$ cat config.mk
export PLATFORM = sky130hd
export DESIGN_NAME = dds_sweep_ctrl
export DESIGN_NICKNAME = d
export VERILOG_FILES = /design/src/rtl/dds_sweep_ctrl.sv
export SDC_FILE = /design/constraint.sdc
export NUM_CORES = 1
export LEC_CHECK = 0
export ABC_AREA = 1
export CAP_MARGIN = 10
export CORE_UTILIZATION = 55
export CTS_CLUSTER_SIZE = 16
export DETAILED_ROUTE_END_ITERATION = 7
export DONT_BUFFER_PORTS = 1
export GPL_ROUTABILITY_DRIVEN = 0
export PLACE_DENSITY = 0.84
export REMOVE_ABC_BUFFERS = 1
export SLEW_MARGIN = 15
export SYNTH_ARGS = -nofsm -noshare
export SYNTH_HDL_FRONTEND = slang
export SYNTH_SLANG_ARGS = --single-unit
export TNS_END_PERCENT = 5
$ cat constraint.sdc
create_clock -name clk -period 3.6 [get_ports clk]
set_clock_uncertainty 0.15 [all_clocks]
set_input_delay 0.72 -clock clk [delete_from_list [all_inputs] [get_ports clk]]
set_output_delay 0.72 -clock clk [all_outputs]
set_load 0.1 [all_outputs]
$ cat src/rtl/dds_sweep_ctrl.sv
// dds_sweep_ctrl: frequency-word sweep sequencer feeding the DDS phase accumulator.
// Ramps a latched start..stop range in single, sawtooth or triangle fashion,
// holding each word for a programmable dwell and strobing upd on every change.
module dds_sweep_ctrl #(
    parameter int unsigned FW_W    = 8,
    parameter int unsigned DWELL_W = 16,
    parameter int unsigned FW_RST  = 1
) (
    input  logic               clk,
    input  logic               reset,
    input  logic               start,
    input  logic               stop_req,
    input  logic [1:0]         mode,
    input  logic [FW_W-1:0]    f_start,
    input  logic [FW_W-1:0]    f_stop,
    input  logic [FW_W-1:0]    f_step,
    input  logic [DWELL_W-1:0] dwell,
    output logic [FW_W-1:0]    fword,
    output logic               upd,
    output logic               busy,
    output logic               done,
    output logic               cfg_err
);

    localparam logic [1:0] S_IDLE = 2'd0;
    localparam logic [1:0] S_UP   = 2'd1;
    localparam logic [1:0] S_DN   = 2'd2;

    localparam logic [1:0] M_REPEAT   = 2'b01;
    localparam logic [1:0] M_TRIANGLE = 2'b10;

    logic [1:0]         state_q,   state_d;
    logic [FW_W-1:0]    fword_q,   fword_d;
    logic               upd_q,     upd_d;
    logic               busy_q,    busy_d;
    logic               done_q,    done_d;
    logic               cfg_err_q, cfg_err_d;
    logic [DWELL_W-1:0] cnt_q,     cnt_d;
    logic [1:0]         mode_q,    mode_d;
    logic [FW_W-1:0]    fs_q,      fs_d;
    logic [FW_W-1:0]    fe_q,      fe_d;
    logic [FW_W-1:0]    st_q,      st_d;
    logic [DWELL_W-1:0] dw_q,      dw_d;

    logic [FW_W:0]      sum_w;
    logic [FW_W:0]      diff_w;
    logic               up_ok;
    logic               dn_ok;
    logic [FW_W-1:0]    up_clip;
    logic [FW_W-1:0]    dn_clip;
    logic [DWELL_W-1:0] dwell_eff;
    logic               step_now;

    // Candidate next words with carry/borrow kept in the extra MSB.
    always_comb begin
        sum_w     = {1'b0, fword_q} + {1'b0, st_q};
        diff_w    = {1'b0, fword_q} - {1'b0, st_q};
        up_ok     = !sum_w[FW_W] && (sum_w[FW_W-1:0] <= fe_q);
        dn_ok     = !diff_w[FW_W] && (diff_w[FW_W-1:0] >= fs_q);
        up_clip   = (sum_w[FW_W] || (sum_w[FW_W-1:0] > fe_q)) ? fe_q : sum_w[FW_W-1:0];
        dn_clip   = (diff_w[FW_W] || (diff_w[FW_W-1:0] < fs_q)) ? fs_q : diff_w[FW_W-1:0];
        dwell_eff = (dwell == '0) ? DWELL_W'(1) : dwell;
        step_now  = (cnt_q == DWELL_W'(1));
    end

    // Next-state and output decode; stop_req overrides everything else.
    always_comb begin
        state_d   = state_q;
        fword_d   = fword_q;
        upd_d     = 1'b0;
        busy_d    = busy_q;
        done_d    = 1'b0;
        cfg_err_d = 1'b0;
        cnt_d     = cnt_q;
        mode_d    = mode_q;
        fs_d      = fs_q;
        fe_d      = fe_q;
        st_d      = st_q;
        dw_d      = dw_q;

        if (stop_req) begin
            state_d = S_IDLE;
            busy_d  = 1'b0;
        end else begin
            case (state_q)
                S_IDLE: begin
                    if (start) begin
                        if ((f_step == '0) || (f_start > f_stop)) begin
                            cfg_err_d = 1'b1;
                        end else begin
                            mode_d  = mode;
                            fs_d    = f_start;
                            fe_d    = f_stop;
                            st_d    = f_step;
                            dw_d    = dwell_eff;
                            cnt_d   = dwell_eff;
                            fword_d = f_start;
                            upd_d   = 1'b1;
                            busy_d  = 1'b1;
                            state_d = S_UP;
                        end
                    end
                end
                S_UP: begin
                    if (step_now) begin
                        cnt_d = dw_q;
                        if (up_ok) begin
                            fword_d = sum_w[FW_W-1:0];
                            upd_d   = (sum_w[FW_W-1:0] != fword_q);
                        end else if (mode_q == M_REPEAT) begin
                            fword_d = fs_q;
                            upd_d   = (fs_q != fword_q);
                        end else if (mode_q == M_TRIANGLE) begin
                            state_d = S_DN;
                            fword_d = dn_clip;
                            upd_d   = (dn_clip != fword_q);
                        end else begin
                            cnt_d   = '0;
                            done_d  = 1'b1;
                            busy_d  = 1'b0;
                            state_d = S_IDLE;
                        end
                    end else begin
                        cnt_d = cnt_q - DWELL_W'(1);
                    end
                end
                S_DN: begin
                    if (step_now) begin
                        cnt_d = dw_q;
                        if (dn_ok) begin
                            fword_d = diff_w[FW_W-1:0];
                            upd_d   = (diff_w[FW_W-1:0] != fword_q);
                        end else begin
                            state_d = S_UP;
                            fword_d = up_clip;
                            upd_d   = (up_clip != fword_q);
                        end
                    end else begin
                        cnt_d = cnt_q - DWELL_W'(1);
                    end
                end
                default: begin
                    state_d = S_IDLE;
                    busy_d  = 1'b0;
                end
            endcase
        end
    end

    // State and output registers with asynchronous active-high reset.
    always_ff @(posedge clk or posedge reset) begin
        if (reset) begin
            state_q   <= S_IDLE;
            fword_q   <= FW_W'(FW_RST);
            upd_q     <= 1'b0;
            busy_q    <= 1'b0;
            done_q    <= 1'b0;
            cfg_err_q <= 1'b0;
            cnt_q     <= '0;
            mode_q    <= '0;
            fs_q      <= '0;
            fe_q      <= '0;
            st_q      <= '0;
            dw_q      <= '0;
        end else begin
            state_q   <= state_d;
            fword_q   <= fword_d;
            upd_q     <= upd_d;
            busy_q    <= busy_d;
            done_q    <= done_d;
            cfg_err_q <= cfg_err_d;
            cnt_q     <= cnt_d;
            mode_q    <= mode_d;
            fs_q      <= fs_d;
            fe_q      <= fe_d;
            st_q      <= st_d;
            dw_q      <= dw_d;
        end
    end

    assign fword   = fword_q;
    assign upd     = upd_q;
    assign busy    = busy_q;
    assign done    = done_q;
    assign cfg_err = cfg_err_q;

endmodule

# Word level (Yosys, flattened, before mapping)

Cells that the tools add are included.

Bits in registers: 72
Word-level logic and storage cells: 120

Add/sub/neg operators: 3
Magnitude comparators: 5
Eq/ne operators: 24
Mux-type cells: 58
Bitwise operators: 2
Reductions and logical operators: 16

Operator list:

| kind                    | number |
|---|---|
| $mux W16                | 8 |
| $mux W8                 | 10 |
| $pmux W16 S3            | 1 |
| $ne A8 B8 Y1            | 5 |
| $mux W1                 | 26 |
| $ne A3 B3 Y1 const B    | 8 |
| $pmux W8 S3             | 1 |
| $reduce_and A7 Y1       | 3 |
| $mux W2                 | 9 |
| $eq A16 B1 Y1 const B   | 1 |
| $gt A8 B8 Y1            | 2 |
| $logic_not A16 Y1       | 1 |
| $sub A16 B1 Y16 const B | 1 |
| $ne A2 B2 Y1 const B    | 5 |
| $add A8 B8 Y9           | 1 |
| $sub A8 B8 Y9           | 1 |
| $ge A8 B8 Y1            | 1 |
| $le A8 B8 Y1            | 1 |
| $logic_not A8 Y1        | 1 |
| $lt A8 B8 Y1            | 1 |
| $reduce_and A4 Y1       | 2 |
| $pmux W1 S3             | 2 |
| $pmux W2 S3             | 1 |
| $eq A2 B1 Y1 const B    | 2 |
| 8 further kinds         | 14 |

# Longest topological paths before layout

Gate-level depths: netlist of the first run.

Depth in word-level cells: 11
Mapped depth: 29
Mapped depth without buffers: 29

# Worst setup path before layout of the first run

No wires, ideal clock.

Kind: register to register
Start: register fword_q[1] (netlist: fword[1])
End: register cnt_q[0]
Arrival: 3.903 ns
Required time: 3.311 ns
Setup slack: -0.592 ns
Cell stages (with the launch flop): 22
Path buffers: 0
Path through: dfrtp_1 -> inv_1 -> fa_1 -> inv_1 -> nand4_1 -> nand3_1 -> nand2_1 -> nand2_1 -> inv_1 -> ha_1 -> nand2_1 -> nor2_1 -> nand2_1 -> nand2_1 -> nand2_1 -> nand2_4 -> nand2_4 -> or2_4 -> a21oi_4 -> nand2_4 -> o211ai_1 -> a22oi_1

Cells in the longest elaborated chain, start to end: 6

RTL lines:

| item                                                    | line | text |
|---|---|---|
| from (decl)                                             | 33   | `logic [FW_W-1:0] fword_q, fword_d;` |
| from (signal assigned)                                  | 154  | `fword_q <= FW_W'(FW_RST);` |
| from (signal assigned)                                  | 167  | `fword_q <= fword_d;` |
| $add A8 B8 Y9 (*)                                       | 56   | `sum_w = {1'b0, fword_q} + {1'b0, st_q};` |
| $le A8 B8 Y1 / $logic_not A1 Y1 (equally long branches) | 58   | `up_ok = !sum_w[FW_W] && (sum_w[FW_W-1:0] <= fe_q);` |
| $logic_and A1 B1 Y1 (*)                                 | 58   |  |
| $mux W16 (*)                                            | 107  | `if (up_ok) begin` |
| $mux W16 (*)                                            | 105  | `if (step_now) begin` |
| $pmux W16 S3 (*)                                        | 85   | `case (state_q)` |
| to (signal assigned)                                    | 172  | `cnt_q <= cnt_d;` |
| to (decl)                                               | 38   | `logic [DWELL_W-1:0] cnt_q, cnt_d;` |

Every way passes the cells marked *; elsewhere a longest branch is shown, timed or not.
A chain may end at the register's enable or synchronous reset.

# Worst setup path in the final report of the first run

Start: register fword_q[0] (netlist: fword[0])
End: register upd_q (netlist: upd)

Cells in the longest elaborated chain, start to end: 11

RTL lines:

| item                 | line | text |
|---|---|---|
| $sub A8 B8 Y9        | 57   | `diff_w = {1'b0, fword_q} - {1'b0, st_q};` |
| $lt A8 B8 Y1         | 61   | `dn_clip = (diff_w[FW_W] \|\| (diff_w[FW_W-1:0] < fs_q)) ? fs_q : diff_w[FW_W-1:0];` |
| $logic_or A1 B1 Y1   | 61   |  |
| $mux W8              | 61   |  |
| $ne A8 B8 Y1         | 116  | `upd_d = (dn_clip != fword_q);` |
| $mux W1              | 113  | `end else if (mode_q == M_TRIANGLE) begin` |
| $mux W1              | 110  | `end else if (mode_q == M_REPEAT) begin` |
| $mux W1              | 107  |  |
| $mux W1              | 105  |  |
| $pmux W1 S3 (*)      | 85   |  |
| $mux W1 (*)          | 81   | `if (stop_req) begin` |
| via upd_d            | 34   | `logic upd_q, upd_d;` |
| to (signal assigned) | 168  | `upd_q <= upd_d;` |
| to (decl)            | 34   |  |

The timed path passes the listed nets; every way through them passes the cells marked *.

==> impl_metrics.toml, run 1 <==
[final_layout]
insertedDiodeCount = 0
drive_gt1_share_pct = 21.1
filler_cell_count = 845
synthToLayoutAreaGrowth_pct = 20.4
postLayoutCoreUtil_pct = 68.7
final_nets = 1053
non_filler_cells_final = 1102

[synth]
synthesis.yosys.warnings = 0
synth_ff_type = "dfrtp_1"
postSynthAreaPerCell_um2 = 7.03
synth.distinct_cells = 53
synth_seq_area_share_pct = 28.9
synthesis.area_um2 = 6230
postSynth.asyncResetShare_pct = 100
ys_ff_latch = 72
synth_top_cells_by_area = "dfrtp_1, nand2_1, ha_1, inv_1, nand3_1"
synth.largest_area_cell = "dfrtp_1"
postSynthCellCount = 887
synth_enable_flop_cells = 0
netlist.area_leader.share_pct = 28.5

[sta]
final_worst_setup_slack_ns = -0.311
period_share_pct = 109
setup_viol = 25
fin_setup_tns_ns = -3.76
max_freq_ghz = 0.256
timing_hold_violations_final = 0
worst-slew-pin-transition_ns = 0.896
drv_slew = 0
final.min_clock_period_ns = 3.91
rsz_0062_raised_after_global_routing = "true"
relSlewSlack_pct = 40.3

[critical_path]
worst-path-max-fanout = 5
worst_r2r_startpoint = "fword[0]"
timing.critical_path.from = "fword[0]"
criticalPathCategory = "flip-flop to flip-flop"
critical_path_capture_point_type = "flip-flop"
cp.arrival_ns = 4.00
critPathRequiredTime_ns = 3.69
setup.worst_path.start_class = "flip-flop"

[global_route]
first_global_vias = 6460
track_usage_pct = 34.7
grt_start_max_net_pins = 45
antenna_found_initial = 0
globalRouteOverflowTotal = 0
grt_first_pass_wirelength_mm = 31.1

[outcome]
run_status = "complete, but fails checks"
failed_checks = "design-rule violations, negative setup slack"

[floorplanning]
row_count = 38
io-pin-count = 58
die_width_um = 108
die_h_um = 108
coreArea_um2 = 10900
floorplan.initialDensity_pct = 57.0
dieArea_um2 = 11800

[place]
placed_instances = 1071
dpl.hpwl_mm = 14.2
port-buffer-count = 0

[route]
wl_per_cell_um = 18.2
antenna_violating_nets_post_route = 0
drtPass1Iterations = 8
via_count = 6721
routed_wirelength_mm = 20.1
drc_errors = 8
detail_route.iter0.violations = 747
post_drt_via_cell_ratio = 6.10

[cts]
clock_sinks = 72
clock_slew_at_the_register_clock_pins_of_the_worst_setup_and_hold_paths_ns = 0.07
clock_path_buffers = 2
cts-buffers-inserted = 9
cts_hold_repair.buffers = 0
cts.root.buffer_cell = "clkbuf_16"
cts.htree.levels = 3
worst_skew_pair.late_latency_ns = 0.36
cts_tree = "yes"

[flow_run]
drv_cap = 0

[hold_path]
worstHoldPathType = "input pin to asynchronous set/reset pin"
[flip-flops by register name, indices dropped and copies added, names as in the netlist, 2 cells and up]
| signal | cells |
|---|---|
| cnt_q | 16 |
| dw_q | 16 |
| fe_q | 8 |
| fs_q | 8 |
| fword | 8 |
| st_q | 8 |
| mode_q | 2 |
| state_q | 2 |
[timing repair]
action	4_1_cts	5_1_grt
gates resized for setup	43	35
hold endpoints to repair	0	0
setup endpoints to repair	27	28
pin swaps	25	32
setup buffers	5	8
gates cloned	1	1
[cell families (layout without fill, tap and decap cells)]
logic type / after synthesis / count (layout) / synth area share (%)
simple gates: 412 / 414 / 29.3
xor+xnor: 11 / 11 / 1.55
fa+ha+maj: 50 / 50 / 10.3
mux: 10 / 10 / 1.81
buf+inv: 152 / 225 / 10.3
flops: 72 / 72 / 28.9
compound gates: 180 / 180 / 17.8
[cells in the mapped netlist, types with 3 or more instances]
master / number
nand3_1: 83
a21oi_4: 4
ha_1: 48
clkinv_1: 3
nand2_1: 210
nand2_2: 4
inv_1: 117
inv_2: 7
clkbuf_1: 9
o211ai_1: 15
buf_2: 7
nand2_4: 4
dfrtp_1: 71
o2111ai_1: 8
xor2_1: 8
o22ai_1: 4
mux2_2: 10
nor2_1: 68
a311oi_1: 3
xnor2_1: 3
buf_6: 6
nand3_2: 5
nor3_1: 5
a21oi_1: 51
nor2_4: 3
nor4_1: 9
nand4_1: 13
o21ai_1: 10
o21ai_0: 58
a22oi_1: 10
[cell type report]
class	count	area [um^2]	area share (%)
Inverter	127	488	6.50
Clock inverter	4	27.5	0.367
Tap cell	140	175	2.33
Clock buffer	12	256	3.42
Sequential cell	72	1800	24.0
Multi-Input combinational cell	665	4070	54.1
Timing Repair Buffer	82	693	9.23
[per-stage QoR]
| stage | hold slack, ns | setup WS, ns | area [um^2] |
|---|---|---|---|
| 3_5_place_dp | 0.348 | -0.267 | 6810 |
| 4_1_cts | 0.187 | -0.0688 | 7310 |
| 2_1_floorplan | 0.325 | -0.868 | 6070 |
| 3_3_place_gp | 0.342 | -0.127 | 6810 |
| 6_report | 0.165 | -0.311 | 7510 |
| 5_1_grt | 0.207 | -0.517 | 7510 |
[critical path, cell delays in order, from the launching register on]
cell,delay [ns]
dfstp_2,0.60
ha_4,0.16
inv_2,0.04
fa_2,0.36
inv_2,0.09
nand4_1,0.15
nand4_1,0.22
nand2_2,0.12
inv_2,0.11
ha_4,0.21
nand2_4,0.07
a21oi_1,0.04
nor2_1,0.16
nand2_2,0.09
nand2_2,0.11
nand2_4,0.10
buf_4,0.16
nand3_2,0.06
nand3_1,0.13
nand2_1,0.09
nand2_1,0.07
a21oi_2,0.20
nand3_1,0.12
nand3_1,0.10
a21oi_1,0.06
[placed cells by master (no fill, tap or decap), types with 3 or more instances in the layout]
cell / n
nand3_2: 16
o211ai_1: 15
clkbuf_16: 9
a21oi_1: 50
xor2_1: 7
nand3_4: 3
nand2_2: 20
nor4_1: 9
nor2_1: 58
o21ai_0: 55
ha_1: 44
inv_1: 110
o22ai_1: 4
nor2_4: 6
o21ai_1: 12
buf_4: 73
xnor2_1: 3
nand4_1: 13
nand2_1: 193
clkinv_2: 3
nor2_2: 7
nor3_1: 5
mux2_2: 10
o2111ai_1: 7
nand3_1: 69
dfrtp_1: 71
a22oi_1: 10
ha_4: 3
buf_6: 4
inv_2: 12
nand2_4: 7
a311oi_1: 3
buf_12: 5
a21oi_4: 4
[path summary, 6_finish.rpt]
kind	to	slack, ns	cells past startpoint
max in group asynchronous	done	2.64	2
worst min register to register	dw_q[8]	0.36	1
min in group clk	busy	0.32	1
worst max register to register	upd	-0.31	24
worst min-delay path	fword[2]	0.17	2
worst max-delay path	upd	-0.31	24
[per-layer routing]
layer	vias up	global-route usage [%]	share of wire [%]
met1	3029	41.6	38
li1	3122	-	-
met2	453	54.4	46
met3	117	9.95	10
met4	0	21.9	5.5
met5	-	0	0
Power of run 1 is left out: the tool's default activity adds up to more than one toggle a clock period on the data nets, which glitch-free logic cannot reach.
==> run 2, diff against run 1 <==
==> constraint.sdc (replaced) <==
create_clock -name clk -period 3.6 [get_ports clk]
set_clock_uncertainty 0.15 [all_clocks]
set_input_delay 1.08 -clock clk [delete_from_list [all_inputs] [get_ports clk]]
set_output_delay 1.08 -clock clk [all_outputs]
set_load 0.1 [all_outputs]
==> run 2 against run 1 <==
The run still ends with design-rule violations, negative setup slack left. Flip-flop and latch count is the same. Register-to-register slack is essentially flat. First-iteration DRC count grew 30%. Design area grew 1.3%. Critical path depth grew 2. Clock-buffer cell count is the same. Utilization grew 0.87 points. Non-clock buffer count grew 6. Via count grew 2.9%. Largest cell class unchanged.
==> impl_metrics.toml, run 2 (synthesized netlist as in run 1, its figures left out) <==
[hold_path]
timing.hold.worst_endpoint = "dw_q[1]"
holdPathStages = 1
hp-start = "dw_q[1]"
worstHoldPathType = "flip-flop to flip-flop"

[cts]
clock_sinks = 72
clock_slew_at_the_register_clock_pins_of_the_worst_setup_and_hold_paths_ns = 0.06
worst_skew_pair.late_latency_ns = 0.35
cts-buffers-inserted = 9
clock_path_buffers = 2
cts.htree.levels = 3
cts.root.buffer_cell = "clkbuf_16"
cts_tree = "yes"

[floorplanning]
coreArea_um2 = 10900
die_h_um = 108
dieArea_um2 = 11800
die_width_um = 108
io-pin-count = 58
floorplan.initialDensity_pct = 57.0
row_count = 38

[route]
detail_route.iter0.violations = 971
drtPass1Iterations = 8
wl_per_cell_um = 18.6
drc_errors = 8
routed_wirelength_mm = 20.6
via_count = 6913
post_drt_via_cell_ratio = 6.24
antenna_violating_nets_post_route = 0

[final_layout]
drive_gt1_share_pct = 22.2
multi_input_comb_area_um2 = 4110
synthToLayoutAreaGrowth_pct = 22.0
filler_cell_count = 826
leading_cell_type_in_the_layout_fill_and_taps_excluded = "nand2_1"
layout.cells.most_common_list = "nand2_1, inv_1, buf_4"
final_nets = 1058
largest_registers = "cnt_q: 16 flops, dw_q: 16 flops"
layout.area.seq_um2 = 1800
postLayoutCoreUtil_pct = 69.5
insertedDiodeCount = 0

[sta]
rsz_0062_raised_after_global_routing = "true"
setup_viol = 22
final.min_clock_period_ns = 3.90
max_freq_ghz = 0.256
timing_hold_violations_final = 0
worst-slew-pin-transition_ns = 0.890
period_share_pct = 108
relSlewSlack_pct = 40.6
final_worst_setup_slack_ns = -0.301
drv_slew = 0

[place]
dpl.hpwl_mm = 14.2
port-buffer-count = 0

[global_route]
grt_first_pass_wirelength_mm = 30.5
globalRouteOverflowTotal = 0
grt_start_max_net_pins = 73
first_global_vias = 6355
track_usage_pct = 34.0
antenna_found_initial = 0

[critical_path]
worst_r2r_startpoint = "fword[0]"
r2r_setup_slack_ns = -0.30
worstRegToRegCells = 26
critical_path_capture_point_type = "flip-flop"
setup.worst_path.start_class = "flip-flop"
worst-path-max-fanout = 8
criticalPathCategory = "flip-flop to flip-flop"
cp.arrival_ns = 3.98
timing.critical_path.from = "fword[0]"
critPathRequiredTime_ns = 3.68
reg2reg_to = "upd"

[outcome]
failed_checks = "design-rule violations, negative setup slack"
run_status = "complete, but fails checks"

[flow_run]
drv_cap = 0
[run 2: cell types whose count changed in the layout (fill, tap and decap cells not counted), moves of 3 or more]
cell,before,now
nand3_1,69,66
buf_4,73,80
inv_4,0,3
nand2_1,193,189
nand3_2,16,21
ha_1,44,38
ha_2,1,4
inv_2,12,9
ha_4,3,6
[run 2: per-layer routing]
layer	GRT usage (%)	share of wire (%)	wire length [um]	up-vias
met2	55.0	45	9340	498
met1	41.7	37	7660	3122
met3	7.72	11	2330	160
met5	0	0	0	-
met4	18.6	6.0	1240	0
li1	-	-	-	3133
[run 2: timing repair]
action | CTS | global route
endpoints found under the hold margin | 0 | 0
hold buffers | 0 | 0
pin swaps | 15 | 32
gates cloned | 0 | 1
buffers inserted | 7 | 5
resized for setup | 25 | 59
setup endpoints to repair | 27 | 28
[run 2: worst max-delay path by stage]
stage	end	slack (ns)	cells after the start
2_1_floorplan	dw_q[0]	-1.23	10
3_3_place_gp	upd	-0.13	25
3_5_place_dp	upd	-0.23	25
4_1_cts	upd	-0.08	26
5_1_grt	upd	-0.33	26
6_report	upd	-0.30	26
[run 2: final cells by class]
class	count	area share (%)
flip-flops and latches	72	23.7
inverters	127	6.38
clock buffers	12	3.24
multi-input cells	664	54.0
clock inverters	4	0.691
well taps	140	2.30
repair buffers	88	9.66
[run 2: worst max-delay path, cell delays in order (launching register included)]
cell,delay (ns)
dfstp_2,0.59
inv_4,0.05
ha_4,0.15
fa_2,0.36
inv_2,0.07
nand2_2,0.07
nand2_4,0.10
nand3_4,0.09
nand2_2,0.08
nand2_1,0.07
nand2_2,0.08
ha_1,0.23
nand2_2,0.10
nor2_1,0.06
nor2_2,0.23
nand3_2,0.15
nand2_4,0.18
buf_4,0.16
nand3_1,0.07
nand2_1,0.09
nor2_1,0.05
nor2_1,0.12
nand2_1,0.08
nor2_1,0.11
nand3_1,0.09
nand3_1,0.10
a21oi_1,0.08
[run 2: stage by stage]
stage | hold WS [ns] | cells | setup slack, ns | TNS [ns] | area, um^2
after detailed placement | 0.351 | 1078 | -0.229 | -2.54 | 6890
after CTS | 0.368 | 1101 | -0.0760 | -0.221 | 7320
final | 0.367 | 1107 | -0.301 | -2.02 | 7600
after global routing | 0.386 | 1107 | -0.333 | -5.56 | 7600
after global placement | 0.343 | 1078 | -0.132 | -0.371 | 6890
after floorplan | 0.325 | 862 | -1.23 | -63.04 | 6070
Power of run 2 is left out for the same reason.
==> run 3, diff against run 2 <==
- PLACE_DENSITY: 0.84 -> 0.73
==> run 3 against run 2 <==
The flow finishes with violations (negative setup slack). Hold slack lost 0.011 ns. First-iteration DRC count fell by 2.9%. Wire length rose by 4.4%. Global-route usage increased by 3.8 points. Final cell count grew 1.1%. Critical endpoint unchanged. Highest routed layer unchanged.
==> impl_metrics.toml, run 3 (synthesized netlist as in run 1, its figures left out) <==
[critical_path]
criticalPathCategory = "flip-flop to flip-flop"
critPathRequiredTime_ns = 3.69
setup.worst_path.start_class = "flip-flop"
reg2reg_to = "upd"
cp.arrival_ns = 3.98
timing.critical_path.from = "fword[1]"
critical_path_capture_point_type = "flip-flop"
r2r_setup_slack_ns = -0.29
worstRegToRegCells = 24
worstSetupEndpoint = "upd"
worst_r2r_startpoint = "fword[1]"
worst-path-max-fanout = 7

[cts]
cts_tree = "yes"
clock_slew_at_the_register_clock_pins_of_the_worst_setup_and_hold_paths_ns = 0.06
clock_path_buffers = 2
cts.htree.levels = 3
cts.root.buffer_cell = "clkbuf_16"
clock_sinks = 72
cts-buffers-inserted = 9
worst_skew_pair.late_latency_ns = 0.35
cts_hold_repair.buffers = 0

[final_layout]
leading_cell_type_in_the_layout_fill_and_taps_excluded = "nand2_1"
final_nets = 1070
final_area_um2 = 7700
synthToLayoutAreaGrowth_pct = 23.6
layout.cells.most_common_list = "nand2_1, inv_1, buf_4"
non_filler_cells_final = 1119
insertedDiodeCount = 0
largest_registers = "cnt_q: 16 flops, dw_q: 16 flops"
drive_gt1_share_pct = 23.5

[sta]
timing_hold_violations_final = 0
final_worst_setup_slack_ns = -0.292
setup_viol = 25
period_share_pct = 108
final.min_clock_period_ns = 3.89
max_freq_ghz = 0.257
rsz_0062_raised_after_global_routing = "true"
relSlewSlack_pct = 39.8
drv_slew = 0
worst-slew-pin-transition_ns = 0.904

[flow_run]
drv_cap = 0

[route]
via_count = 7007
antenna_violating_nets_post_route = 0
drtPass1Iterations = 6
wl_per_cell_um = 19.2
drc_errors = 0
routed_wirelength_mm = 21.5
post_drt_via_cell_ratio = 6.26
detail_route.iter0.violations = 943

[floorplanning]
dieArea_um2 = 11800
io-pin-count = 58
row_count = 38
die_h_um = 108
coreArea_um2 = 10900
floorplan.initialDensity_pct = 57.0
die_width_um = 108

[global_route]
grt_first_pass_wirelength_mm = 33.8
globalRouteOverflowTotal = 0
grt_start_max_net_pins = 73
track_usage_pct = 37.8
antenna_found_initial = 0
first_global_vias = 6971

[outcome]
run_status = "complete, but fails checks"
failed_checks = "negative setup slack"

[place]
port-buffer-count = 0
dpl_worst_slack_ns = -0.286
placed_instances = 1074
dpl.hpwl_mm = 14.8
placed_instance_area_um2 = 6860

[hold_path]
worstHoldPathType = "flip-flop to flip-flop"
run 3: changes by cell type in the layout (fill, tap and decap cells not counted), moves of 3 or more:
cell / delta
nand2_1: +3
buf_4: +6
clkinvlp_4: +3
inv_2: +4
nor2_1: -5
inv_1: -3
buf_6: +4
o21ai_0: -3
nor2_2: +5
run 3: worst min-delay path by stage:
stage | cells after the start | slack [ns] | from | endpoint
floorplan | 1 | 0.33 | dw_q[6] | dw_q[6]
finish | 1 | 0.36 | dw_q[0] | dw_q[0]
global route | 1 | 0.39 | dw_q[8] | dw_q[8]
detailed placement | 1 | 0.35 | dw_q[0] | dw_q[0]
global placement | 1 | 0.34 | dw_q[6] | dw_q[6]
CTS | 1 | 0.36 | dw_q[0] | dw_q[0]
run 3: critical path, stage by stage (launching register included):
cell and delay (ns):
dfrtp_1 0.43, ha_1 0.34, nor2_2 0.13, nand2_1 0.10
nand2_1 0.15, nand3_1 0.11, nand2_1 0.07, nand2_1 0.04
nand2_1 0.08, inv_1 0.07, ha_1 0.33, a21o_1 0.20
nor2_1 0.16, nand2_2 0.13, buf_6 0.14, a21oi_4 0.28
nand3_2 0.15, nand3_2 0.12, nand2_1 0.06, nand2_1 0.07
nand2_2 0.07, nor2_2 0.15, nand3_2 0.09, nand3_2 0.09
a21oi_1 0.07
run 3: area by class of cell:
cell class / instances / area, um^2
Inverter: 127 / 488
Clock inverter: 4 / 28.8
Tap cell: 140 / 175
Clock buffer: 12 / 256
Timing Repair Buffer: 99 / 845
Sequential cell: 72 / 1800
Multi-Input combinational cell: 665 / 4110
Fill cell: 858 / 3230
run 3: through the flow:
step	TNS, ns	utilization [%]	hold slack (ns)
detailed placement	-3.11	62.7	0.347
global route	-6.20	70.4	0.385
finish	-2.61	70.4	0.356
global placement	-0.615	62.7	0.340
floorplan	-63.04	-	0.325
CTS	-0.193	68.6	0.360
run 3: repair_timing:
| item | in CTS | in global routing |
|---|---|---|
| pin swaps | 31 | 27 |
| resized for setup | 56 | 37 |
| endpoints found under the setup margin | 27 | 28 |
| buffers inserted | 19 | 8 |
| gates cloned | 2 | 0 |
run 3: metal layers:
layer | vias up | share of wire (%) | global-route usage, %
met1 | 3185 | 35 | 42.1
met3 | 179 | 11 | 10.7
met4 | 0 | 7.5 | 23.3
li1 | 3148 | - | -
met5 | - | 0 | 0
met2 | 495 | 47 | 63.5
Power of run 3 is left out for the same reason.
